[src/rtl/slow_clk_monitor_pkg.sv]
// Shared constants and FSM encoding for the slow-clock monitor and its generators.
package slow_clk_monitor_pkg;

  localparam int unsigned CLK_HZ        = 100_000_000;
  localparam int unsigned TEN_HZ_PERIOD = CLK_HZ / 10;
  localparam int unsigned TEN_HZ_TOL    = TEN_HZ_PERIOD / 100;
  localparam int unsigned LOST_TIMEOUT  = 2 * TEN_HZ_PERIOD;

  typedef enum logic [1:0] {
    ST_SYNC    = 2'd0,
    ST_MEASURE = 2'd1,
    ST_LOST    = 2'd2
  } mon_state_e;

endpackage

[src/rtl/slow_clk_monitor_sync_edge_detect.sv]
// Two-flop synchroniser for an asynchronous slow clock, plus one delay stage
// so a synchronised rising edge can be detected combinationally.
module sync_edge_detect (
  input  logic clk,
  input  logic rst_n,
  input  logic async_i,
  output logic rise_c
);

  logic s1_q;
  logic s2_q;
  logic s3_q;

  // Synchroniser chain; s1 may go metastable, s2/s3 are clean.
  always_ff @(posedge clk or negedge rst_n) begin
    if (!rst_n) begin
      s1_q <= 1'b0;
      s2_q <= 1'b0;
      s3_q <= 1'b0;
    end else begin
      s1_q <= async_i;
      s2_q <= s1_q;
      s3_q <= s2_q;
    end
  end

  assign rise_c = s2_q & ~s3_q;

endmodule

[src/rtl/slow_clk_monitor.sv]
// Slow-clock monitor: rise tick, period measurement, tolerance check and
// lost-clock detection for a slow clock sampled into clk.
module slow_clk_monitor
  import slow_clk_monitor_pkg::*;
#(
  parameter int unsigned NOM_PERIOD = TEN_HZ_PERIOD,
  parameter int unsigned TOL        = TEN_HZ_TOL,
  parameter int unsigned TIMEOUT    = LOST_TIMEOUT,
  parameter int unsigned CNT_W      = 25,
  parameter int unsigned TICK_W     = 16
) (
  input  logic              clk,
  input  logic              rst_n,
  input  logic              clk_slow_in,
  output logic              edge_tick,
  output logic [CNT_W-1:0]  period,
  output logic              period_valid,
  output logic              in_range,
  output logic              lost,
  output logic [TICK_W-1:0] tick_count
);

  // One extra bit so |cnt - NOM_PERIOD| never wraps.
  localparam int unsigned DW = CNT_W + 1;

  logic              rise_c;
  logic              at_timeout_c;
  logic [DW-1:0]     cnt_ext_c;
  logic [DW-1:0]     nom_ext_c;
  logic [DW-1:0]     diff_c;
  logic              in_tol_c;

  mon_state_e        state_q, state_d;
  logic [CNT_W-1:0]  cnt_q, cnt_d;
  logic              edge_tick_q, edge_tick_d;
  logic [CNT_W-1:0]  period_q, period_d;
  logic              period_valid_q, period_valid_d;
  logic              in_range_q, in_range_d;
  logic              lost_q, lost_d;
  logic [TICK_W-1:0] tick_q, tick_d;

  sync_edge_detect u_sync (
    .clk     (clk),
    .rst_n   (rst_n),
    .async_i (clk_slow_in),
    .rise_c  (rise_c)
  );

  assign at_timeout_c = (cnt_q == CNT_W'(TIMEOUT));
  assign cnt_ext_c    = DW'(cnt_q);
  assign nom_ext_c    = DW'(NOM_PERIOD);
  assign diff_c       = (cnt_ext_c >= nom_ext_c) ? (cnt_ext_c - nom_ext_c)
                                                 : (nom_ext_c - cnt_ext_c);
  assign in_tol_c     = (diff_c <= DW'(TOL));

  // Cycle counter since last rise, tick output and wrapping rise counter.
  always_comb begin
    cnt_d       = cnt_q;
    edge_tick_d = rise_c;
    tick_d      = tick_q;
    if (rise_c) begin
      cnt_d  = CNT_W'(1);
      tick_d = tick_q + TICK_W'(1);
    end else if (!at_timeout_c) begin
      cnt_d = cnt_q + CNT_W'(1);
    end
  end

  // Monitor FSM: next state and measurement outputs.
  always_comb begin
    state_d        = state_q;
    period_d       = period_q;
    period_valid_d = 1'b0;
    in_range_d     = in_range_q;
    lost_d         = lost_q;
    case (state_q)
      ST_SYNC: begin
        if (rise_c) begin
          state_d = ST_MEASURE;
        end else if (at_timeout_c) begin
          state_d    = ST_LOST;
          lost_d     = 1'b1;
          in_range_d = 1'b0;
        end
      end
      ST_MEASURE: begin
        if (rise_c) begin
          period_d       = cnt_q;
          period_valid_d = 1'b1;
          in_range_d     = in_tol_c;
        end else if (at_timeout_c) begin
          state_d    = ST_LOST;
          lost_d     = 1'b1;
          in_range_d = 1'b0;
        end
      end
      ST_LOST: begin
        lost_d = 1'b1;
        if (rise_c) begin
          state_d = ST_MEASURE;
          lost_d  = 1'b0;
        end
      end
      default: begin
        state_d = ST_SYNC;
      end
    endcase
  end

  // State and output registers.
  always_ff @(posedge clk or negedge rst_n) begin
    if (!rst_n) begin
      state_q        <= ST_SYNC;
      cnt_q          <= '0;
      edge_tick_q    <= 1'b0;
      period_q       <= '0;
      period_valid_q <= 1'b0;
      in_range_q     <= 1'b0;
      lost_q         <= 1'b0;
      tick_q         <= '0;
    end else begin
      state_q        <= state_d;
      cnt_q          <= cnt_d;
      edge_tick_q    <= edge_tick_d;
      period_q       <= period_d;
      period_valid_q <= period_valid_d;
      in_range_q     <= in_range_d;
      lost_q         <= lost_d;
      tick_q         <= tick_d;
    end
  end

  assign edge_tick    = edge_tick_q;
  assign period       = period_q;
  assign period_valid = period_valid_q;
  assign in_range     = in_range_q;
  assign lost         = lost_q;
  assign tick_count   = tick_q;

endmodule

[config.mk]
export PLATFORM = sky130hd
export DESIGN_NAME = slow_clk_monitor
export DESIGN_NICKNAME = d
export VERILOG_FILES = /design/src/rtl/slow_clk_monitor_pkg.sv /design/src/rtl/slow_clk_monitor_sync_edge_detect.sv /design/src/rtl/slow_clk_monitor.sv
export SDC_FILE = /design/constraint.sdc
export NUM_CORES = 1
export LEC_CHECK = 0
export ABC_AREA = 1
export ABC_CLOCK_PERIOD_IN_PS = 2600
export CAP_MARGIN = 5
export CELL_PAD_IN_SITES_DETAIL_PLACEMENT = 2
export CELL_PAD_IN_SITES_GLOBAL_PLACEMENT = 2
export CORE_MARGIN = 10
export CORE_UTILIZATION = 36
export DETAILED_ROUTE_END_ITERATION = 10
export DONT_BUFFER_PORTS = 1
export PLACE_DENSITY_LB_ADDON = 0.1
export SLEW_MARGIN = 30
export SYNTH_ARGS = -nofsm -noshare
export SYNTH_HDL_FRONTEND = slang
export SYNTH_HIERARCHICAL = 1
export SYNTH_SLANG_ARGS = --single-unit
export TNS_END_PERCENT = 20
[constraint.sdc]
create_clock -name clk -period 2.6 [get_ports clk]
set_input_delay 0.78 -clock clk [delete_from_list [all_inputs] [get_ports clk]]
set_output_delay 0.78 -clock clk [all_outputs]
set_load 0.01 [all_outputs]
==> metrics.cfg, run 1 <==
[run_status]
outcome=completed

[clock_network]
numCtsBuffers=9
path_clk_slew_ns=0.06
tritoncts=yes
clockBufferDepth=2
cts_setup_buffers=0
clk_latency_ns=0.35
cts_num_sinks=75
h-tree-depth=3
clockRootBuffer=clkbuf_16

[floorplanning]
start_util=0.367
fp.dieH_um=139
core_area_um2=13800
fp.dieW_um=139
dieArea_um2=19200
fp-row-count=43
io_pins=48

[grt]
grt_max_degree=76
grt_overflow=0
grt_usage=0.218
grt_pass1_wl_mm=33.8
antenna_found_initial=0
grt_pass1_vias=5741

[timing]
relSlewSlack=0.712
max_freq_mhz=399
hold_viol=0
tns_ns=0
finClkSkew_ns=0.00439
setup_violations=0
worst_slew_pin_slew_ns=0.428
slew_viol_final=0
fin_crit_ns=2.50
rsz0062_at_grt=true
period_share=0.963

[placement]
gp_congestion=0.963
place_area_um2=5590
dp_hpwl_mm=16.3
io_buffers=0

[worst_setup_path]
cpMaxStageDelayCell=dfrtp_2
crit_top_cell=nand2_1
path_delay_family=simple AND/OR/NAND/NOR gates
crit_fanout=25
cpPeakStageDelay_ns=0.50
worstPathRequired_ns=2.84
cp_num_buf_inv=2
cp-end-kind=flop
critical_path_class=flop to flop
crit_arrival_ns=2.74
start_kind=flop
worstPathCellList=inv_4 > nor2_2 > nand2_1 > nor2_4 > nand2_2 > nor2_4 > nor2_4 > buf_12 > nand2_1 > o21ai_0 > nor2_1 > nand3_1 > nand2_1 > nand2_1 > nand3_1 > nand3_1 > nand2_1 > nand2_1

[yosys]
synth-edff-count=0
yosys.area.top_type_share=0.370
synth_top_area_cell=dfrtp_1
yosysWarnings=6
synth.area.top_cells=dfrtp_1, nand2_1, nand3_1
synth-main-ff-cell=dfrtp_1
syn_nets=747
yosysMostFrequentCell=nand2_1
syn_area_per_cell_um2=6.87
ys_types=43
synth_commonest_cells=nand2_1, dfrtp_1, nor2_1
syn-cell-area_um2=5070
synth_seq_cells=75
synth_cells=738
yosysSeqAreaShare=0.370
ys_async_sr_fraction=1.00

[final_layout]
stdcell_area_um2=5990
antenna_cells=0
syn2layout_area_growth_pct=18.1
seqCellArea_um2=1880
multi_input_area_um2=2830
drive_above_1_share=0.163
fin_nets=791
fillerInstances=1668

[drt]
vias=5262
firstDrtPassIters=4
first_iter_violations=248
routed_wl_mm=21.2
antenna_left=0
via_per_inst=5.44
wire_per_inst_um=22.0
drc=0

[power_and_ir_drop]
leakagePower_nw=2.94
ir_drop_mv=0.328
p_per_area_nw_per_um2=568
power_w=0.00340

[flow_run]
maxCapViolCount=0

[worst_hold_path]
hold_path_class=primary input to async pin

==> path summary, 6_finish.rpt <==
| path | startpoint | endpoint | slack (ns) | cells past startpoint |
|---|---|---|---|---|
| worst max register to register | cnt_q[19] | in_range | 0.1 | 18 |
| max in group asynchronous | rst_n | in_range | 2.34 | 0 |
| worst min register to register | u_sync/s1_q | u_sync/s2_q | 0.36 | 0 |
| min in group clk | u_sync/s1_q | u_sync/s2_q | 0.36 | 0 |
| worst min-delay path | rst_n | cnt_q[20] | 0.12 | 0 |
| worst max-delay path | cnt_q[19] | in_range | 0.1 | 18 |
==> logic make-up (layout without fill, tap and decap cells) <==
logic type      count (synthesis)  after routing  synth area share
simple gates                  443            443             0.385
buf+inv                        96            145            0.0824
compound gates                 88             88            0.0960
flops                          75             75             0.370
xor+xnor                       30             30            0.0518
fa+ha+maj                       6              6            0.0148
==> where the power goes <==
part	internal (W)	total, W	switching (W)
Clock	0.000942	0.00148	0.000535
Sequential	0.00127	0.00143	0.000164
Combinational	0.000167	0.000490	0.000323
Total	0.00238	0.00340	0.00102
==> metrics by stage <==
stage	utilization	hold slack (ns)	std cells	setup slack [ns]
floorplan	-	0.331	738	0.399
global placement	0.404	0.340	951	-0.0166
detailed placement	0.404	0.336	951	-0.0584
CTS	0.429	0.121	967	0.0374
global route	0.433	0.115	967	-0.110
finish	0.433	0.123	967	0.0963
==> cell usage in the layout (no fill, tap or decap), types with 3 or more instances in the layout <==
cell	Yosys	routed
bufinv_16	0	3
nor4_1	5	5
nand3_1	68	68
nor2_2	9	12
nand2_1	240	240
clkbuf_16	0	9
nor2_1	73	69
nor3_4	0	3
dfrtp_1	75	73
clkinv_1	3	3
nand4_1	11	11
inv_2	10	10
inv_1	59	58
xor2_1	28	28
nor2_4	8	9
nand2_2	10	10
o21ai_0	42	42
a21oi_2	3	3
nor3_1	10	8
a21oi_1	28	28
ha_1	6	6
buf_4	5	55
==> flip-flops by register name, indices dropped and copies added (netlist names) <==
name / flops
period_valid: 1
u_sync/s2_q: 1
cnt_q: 25
in_range: 1
tick_count: 16
period: 25
state_q: 2
edge_tick: 1
u_sync/s3_q: 1
u_sync/s1_q: 1
lost: 1
==> layout make-up <==
class	instances	share of cell area
Clock buffer	10	0.0382
Clock inverter	6	0.0188
Inverter	73	0.0466
Multi-Input combinational cell	567	0.473
Sequential cell	75	0.314
Tap cell	180	0.0376
Timing Repair Buffer	56	0.0723
==> worst reg2reg max path: stages (launching register included) <==
cell,delay [ns]
dfrtp_2,0.50
inv_4,0.11
nor2_2,0.13
nand2_1,0.16
nor2_4,0.16
nand2_2,0.08
nor2_4,0.13
nor2_4,0.06
buf_12,0.16
nand2_1,0.08
o21ai_0,0.12
nor2_1,0.16
nand3_1,0.11
nand2_1,0.12
nand2_1,0.07
nand3_1,0.07
nand3_1,0.08
nand2_1,0.06
nand2_1,0.04
==> metal layers <==
metal,part of all wire,wire length [um],track usage
met4,0.022,467,0.0621
met5,0,0,0
met2,0.53,11200,0.399
met1,0.41,8700,0.252
met3,0.042,900,0.0394
==> what timing repair did <==
item / in CTS / in global routing
hold buffers: 0 / 0
setup endpoints to repair: 1 / 5
gates resized for setup: 3 / 13
pin swaps: 0 / 0
cloned: 0 / 0
(Power assumes the default switching activity.)
==> run 2, diff against run 1 <==
--- a/config.mk
+++ b/config.mk
@@ -11,7 +11,7 @@
 export CELL_PAD_IN_SITES_DETAIL_PLACEMENT = 2
 export CELL_PAD_IN_SITES_GLOBAL_PLACEMENT = 2
 export CORE_MARGIN = 10
-export CORE_UTILIZATION = 36
+export CORE_UTILIZATION = 23
 export DETAILED_ROUTE_END_ITERATION = 10
 export DONT_BUFFER_PORTS = 1
 export PLACE_DENSITY_LB_ADDON = 0.1
==> metrics.cfg, run 2 (same netlist as run 1, synthesis figures left out) <==
[worst_setup_path]
cp-end-kind=flop  ; unchanged
crit_fanout=12  ; was 25
critical_path_class=flop to flop  ; unchanged
timing.reg2reg.setup_slack_ns=0.12  ; was 0.1 ns
crit_top_cell=nand2_1  ; unchanged
cpMaxStageDelayCell=dfrtp_2  ; unchanged
cpPeakStageDelay_ns=0.46  ; was 0.50 ns
r2r_end=in_range  ; unchanged
cp_num_buf_inv=4  ; was 2
crit_arrival_ns=2.71  ; was 2.74 ns
worst_r2r_startpoint=cnt_q[17]  ; was cnt_q[19]
worstPathCellList=nor2_4 > buf_4 > nand2_2 > nor2_4 > nand2_2 > nor2_4 > nor2_4 > buf_12 > buf_4 > nand2_1 > nand2_1 > inv_1 > nand3_1 > nor2_1 > nand2_1 > nand3_1 > nand3_1 > nand2_1 > nand2_1  ; was inv_4 > nor2_2 > nand2_1 > nor2_4 > nand2_2 > nor2_4 > nor2_4 > buf_12 > nand2_1 > o21ai_0 > nor2_1 > nand3_1 > nand2_1 > nand2_1 > nand3_1 > nand3_1 > nand2_1 > nand2_1
start_kind=flop  ; unchanged
worstRegToRegCells=19  ; was 18
worstPathRequired_ns=2.83  ; was 2.84 ns
path_delay_family=simple AND/OR/NAND/NOR gates  ; unchanged

[timing]
fin_crit_ns=2.48  ; was 2.50 ns
finClkSkew_ns=0.0111  ; was 0.00439 ns
hold_viol=0  ; unchanged
whs_ns=0.131  ; was 0.123 ns
rsz0062_at_grt=true  ; unchanged
slew_viol_final=0  ; unchanged
relSlewSlack=0.623  ; was 0.712
setup_violations=0  ; unchanged
max_freq_mhz=403  ; was 399 MHz
period_share=0.953  ; was 0.963
worst_slew_pin_slew_ns=0.560  ; was 0.428 ns

[final_layout]
antenna_cells=0  ; unchanged
syn2layout_area_growth_pct=23.3  ; was 18.1%
drive_above_1_share=0.195  ; was 0.163
final_common_cell=nand2_1  ; unchanged
final_cell_mix=nand2_1, buf_4, dfrtp_1  ; was nand2_1, dfrtp_1, nor2_1
fin_nets=814  ; was 791
utilization=0.288  ; was 0.433

[drt]
antenna_left=0  ; unchanged
first_iter_violations=235  ; was 248
drc=0  ; unchanged
vias=5162  ; was 5262
via_per_inst=4.74  ; was 5.44
wire_per_inst_um=20.5  ; was 22.0 um
firstDrtPassIters=4  ; unchanged
routed_wl_mm=22.4  ; was 21.2 mm

[floorplanning]
fp-row-count=54  ; was 43
core_area_um2=21800  ; was 13800 um^2
dieArea_um2=28400  ; was 19200 um^2
io_pins=48  ; unchanged
fp.dieW_um=169  ; was 139 um
start_util=0.233  ; was 0.367
fp.dieH_um=169  ; was 139 um

[run_status]
outcome=completed  ; unchanged

[power_and_ir_drop]
p_clk_frac=0.386  ; was 0.434
switchingPower_w=0.00101  ; was 0.00102 W
leakagePower_nw=3.01  ; was 2.94 nW
combPwrFrac=0.167  ; was 0.144
power_w=0.00322  ; was 0.00340 W
seq_power_share=0.447  ; was 0.422
p_per_area_nw_per_um2=515  ; was 568 nW/um^2
p_int_w=0.00221  ; was 0.00238 W
p_sw_frac=0.312  ; was 0.301
ir_drop_mv=0.270  ; was 0.328 mV

[grt]
grt_usage=0.156  ; was 0.218
grt_max_degree=76  ; unchanged
grt_pass1_wl_mm=34.8  ; was 33.8 mm
grt_overflow=0  ; unchanged
antenna_found_initial=0  ; unchanged
grt_pass1_vias=5789  ; was 5741

[clock_network]
clockBufferDepth=2  ; unchanged
numCtsBuffers=9  ; unchanged
clockRootBuffer=clkbuf_16  ; unchanged
cts_num_sinks=75  ; unchanged
path_clk_slew_ns=0.06  ; about the same
h-tree-depth=3  ; unchanged
clk_latency_ns=0.34  ; was 0.35 ns
tritoncts=yes  ; unchanged
cts_hold_buffers=0  ; unchanged

[worst_hold_path]
hold_path_class=primary input to async pin  ; unchanged

[placement]
gp_congestion=0.823  ; was 0.963
dp_hpwl_mm=18.1  ; was 16.3 mm
io_buffers=0  ; unchanged

[flow_run]
maxCapViolCount=0  ; unchanged

==> run 2: changes by cell type in the layout (fill, tap and decap cells not counted), moves of 2 or more <==
cell | before | now
nor2_4 | 9 | 11
nor2_1 | 69 | 67
bufinv_16 | 3 | 1
nand2_2 | 10 | 12
buf_4 | 55 | 76
nor3_4 | 3 | 1
inv_2 | 10 | 12
clkinvlp_4 | 0 | 3
inv_1 | 58 | 56
nand2_1 | 240 | 238
==> run 2: per-stage QoR <==
step | setup slack, ns | TNS, ns | instance area [um^2] | cells
after detailed placement | -0.0815 | -0.0815 | 5870 | 1072
after global routing | -0.108 | -0.108 | 6260 | 1089
after floorplan | 0.399 | 0 | 5070 | 738
after global placement | -0.0203 | -0.0203 | 5870 | 1072
final | 0.121 | 0 | 6260 | 1089
after CTS | 0.0215 | 0 | 6170 | 1088
==> run 2: what timing repair did <==
item | CTS | global route
resized for setup | 3 | 21
gates cloned | 1 | 0
endpoints found under the setup margin | 1 | 3
buffers inserted | 0 | 1
pin swaps | 1 | 2
==> run 2: worst max path at each step <==
stage,from,end,cells past startpoint
6_report,cnt_q[17],in_range,19
5_1_grt,cnt_q[17],in_range,19
4_1_cts,cnt_q[14],in_range,18
3_5_place_dp,cnt_q[22],in_range,15
3_3_place_gp,cnt_q[22],in_range,14
2_1_floorplan,cnt_q[7],in_range,19
==> run 2: layout make-up <==
cell class	instances	area, um^2
inverter	73	280
tap	280	350
timing repair buffer	78	611
sequential	75	1880
clock buffer	10	229
clock inverter	5	55.1
multi-input combinational	568	2850
fill	2622	15500
==> run 2: power by group through the flow <==
| stage | Combinational, W | Clock (W) | Sequential (W) |
|---|---|---|---|
| 4_1_cts | 0.000549 | 0.00129 | 0.00144 |
| 2_1_floorplan | 0.000316 | 0 | 0.00141 |
| 3_3_place_gp | 0.000520 | 0 | 0.00146 |
| 5_1_grt | 0.000618 | 0.00132 | 0.00146 |
| 3_5_place_dp | 0.000541 | 0 | 0.00146 |
| 6_report | 0.000538 | 0.00124 | 0.00144 |
==> run 2: per-layer routing <==
| metal | track usage | up-vias | share of wire | routed length [um] |
|---|---|---|---|---|
| met2 | 0.265 | 70 | 0.48 | 10700 |
| met1 | 0.201 | 2585 | 0.47 | 10500 |
| li1 | - | 2495 | - | - |
| met5 | 0 | - | 0 | 0 |
| met3 | 0.0280 | 12 | 0.040 | 896 |
| met4 | 0.0371 | 0 | 0.013 | 284 |
==> run 2: worst register-to-register path, stage by stage (launching register included) <==
cell and delay (ns):
dfrtp_2 0.46, nor2_4 0.13, buf_4 0.13, nand2_2 0.08, nor2_4 0.19, nand2_2 0.09, nor2_4 0.22, nor2_4 0.06
buf_12 0.15, buf_4 0.14, nand2_1 0.06, nand2_1 0.10, inv_1 0.08, nand3_1 0.07, nor2_1 0.11, nand2_1 0.06
nand3_1 0.07, nand3_1 0.07, nand2_1 0.06, nand2_1 0.05
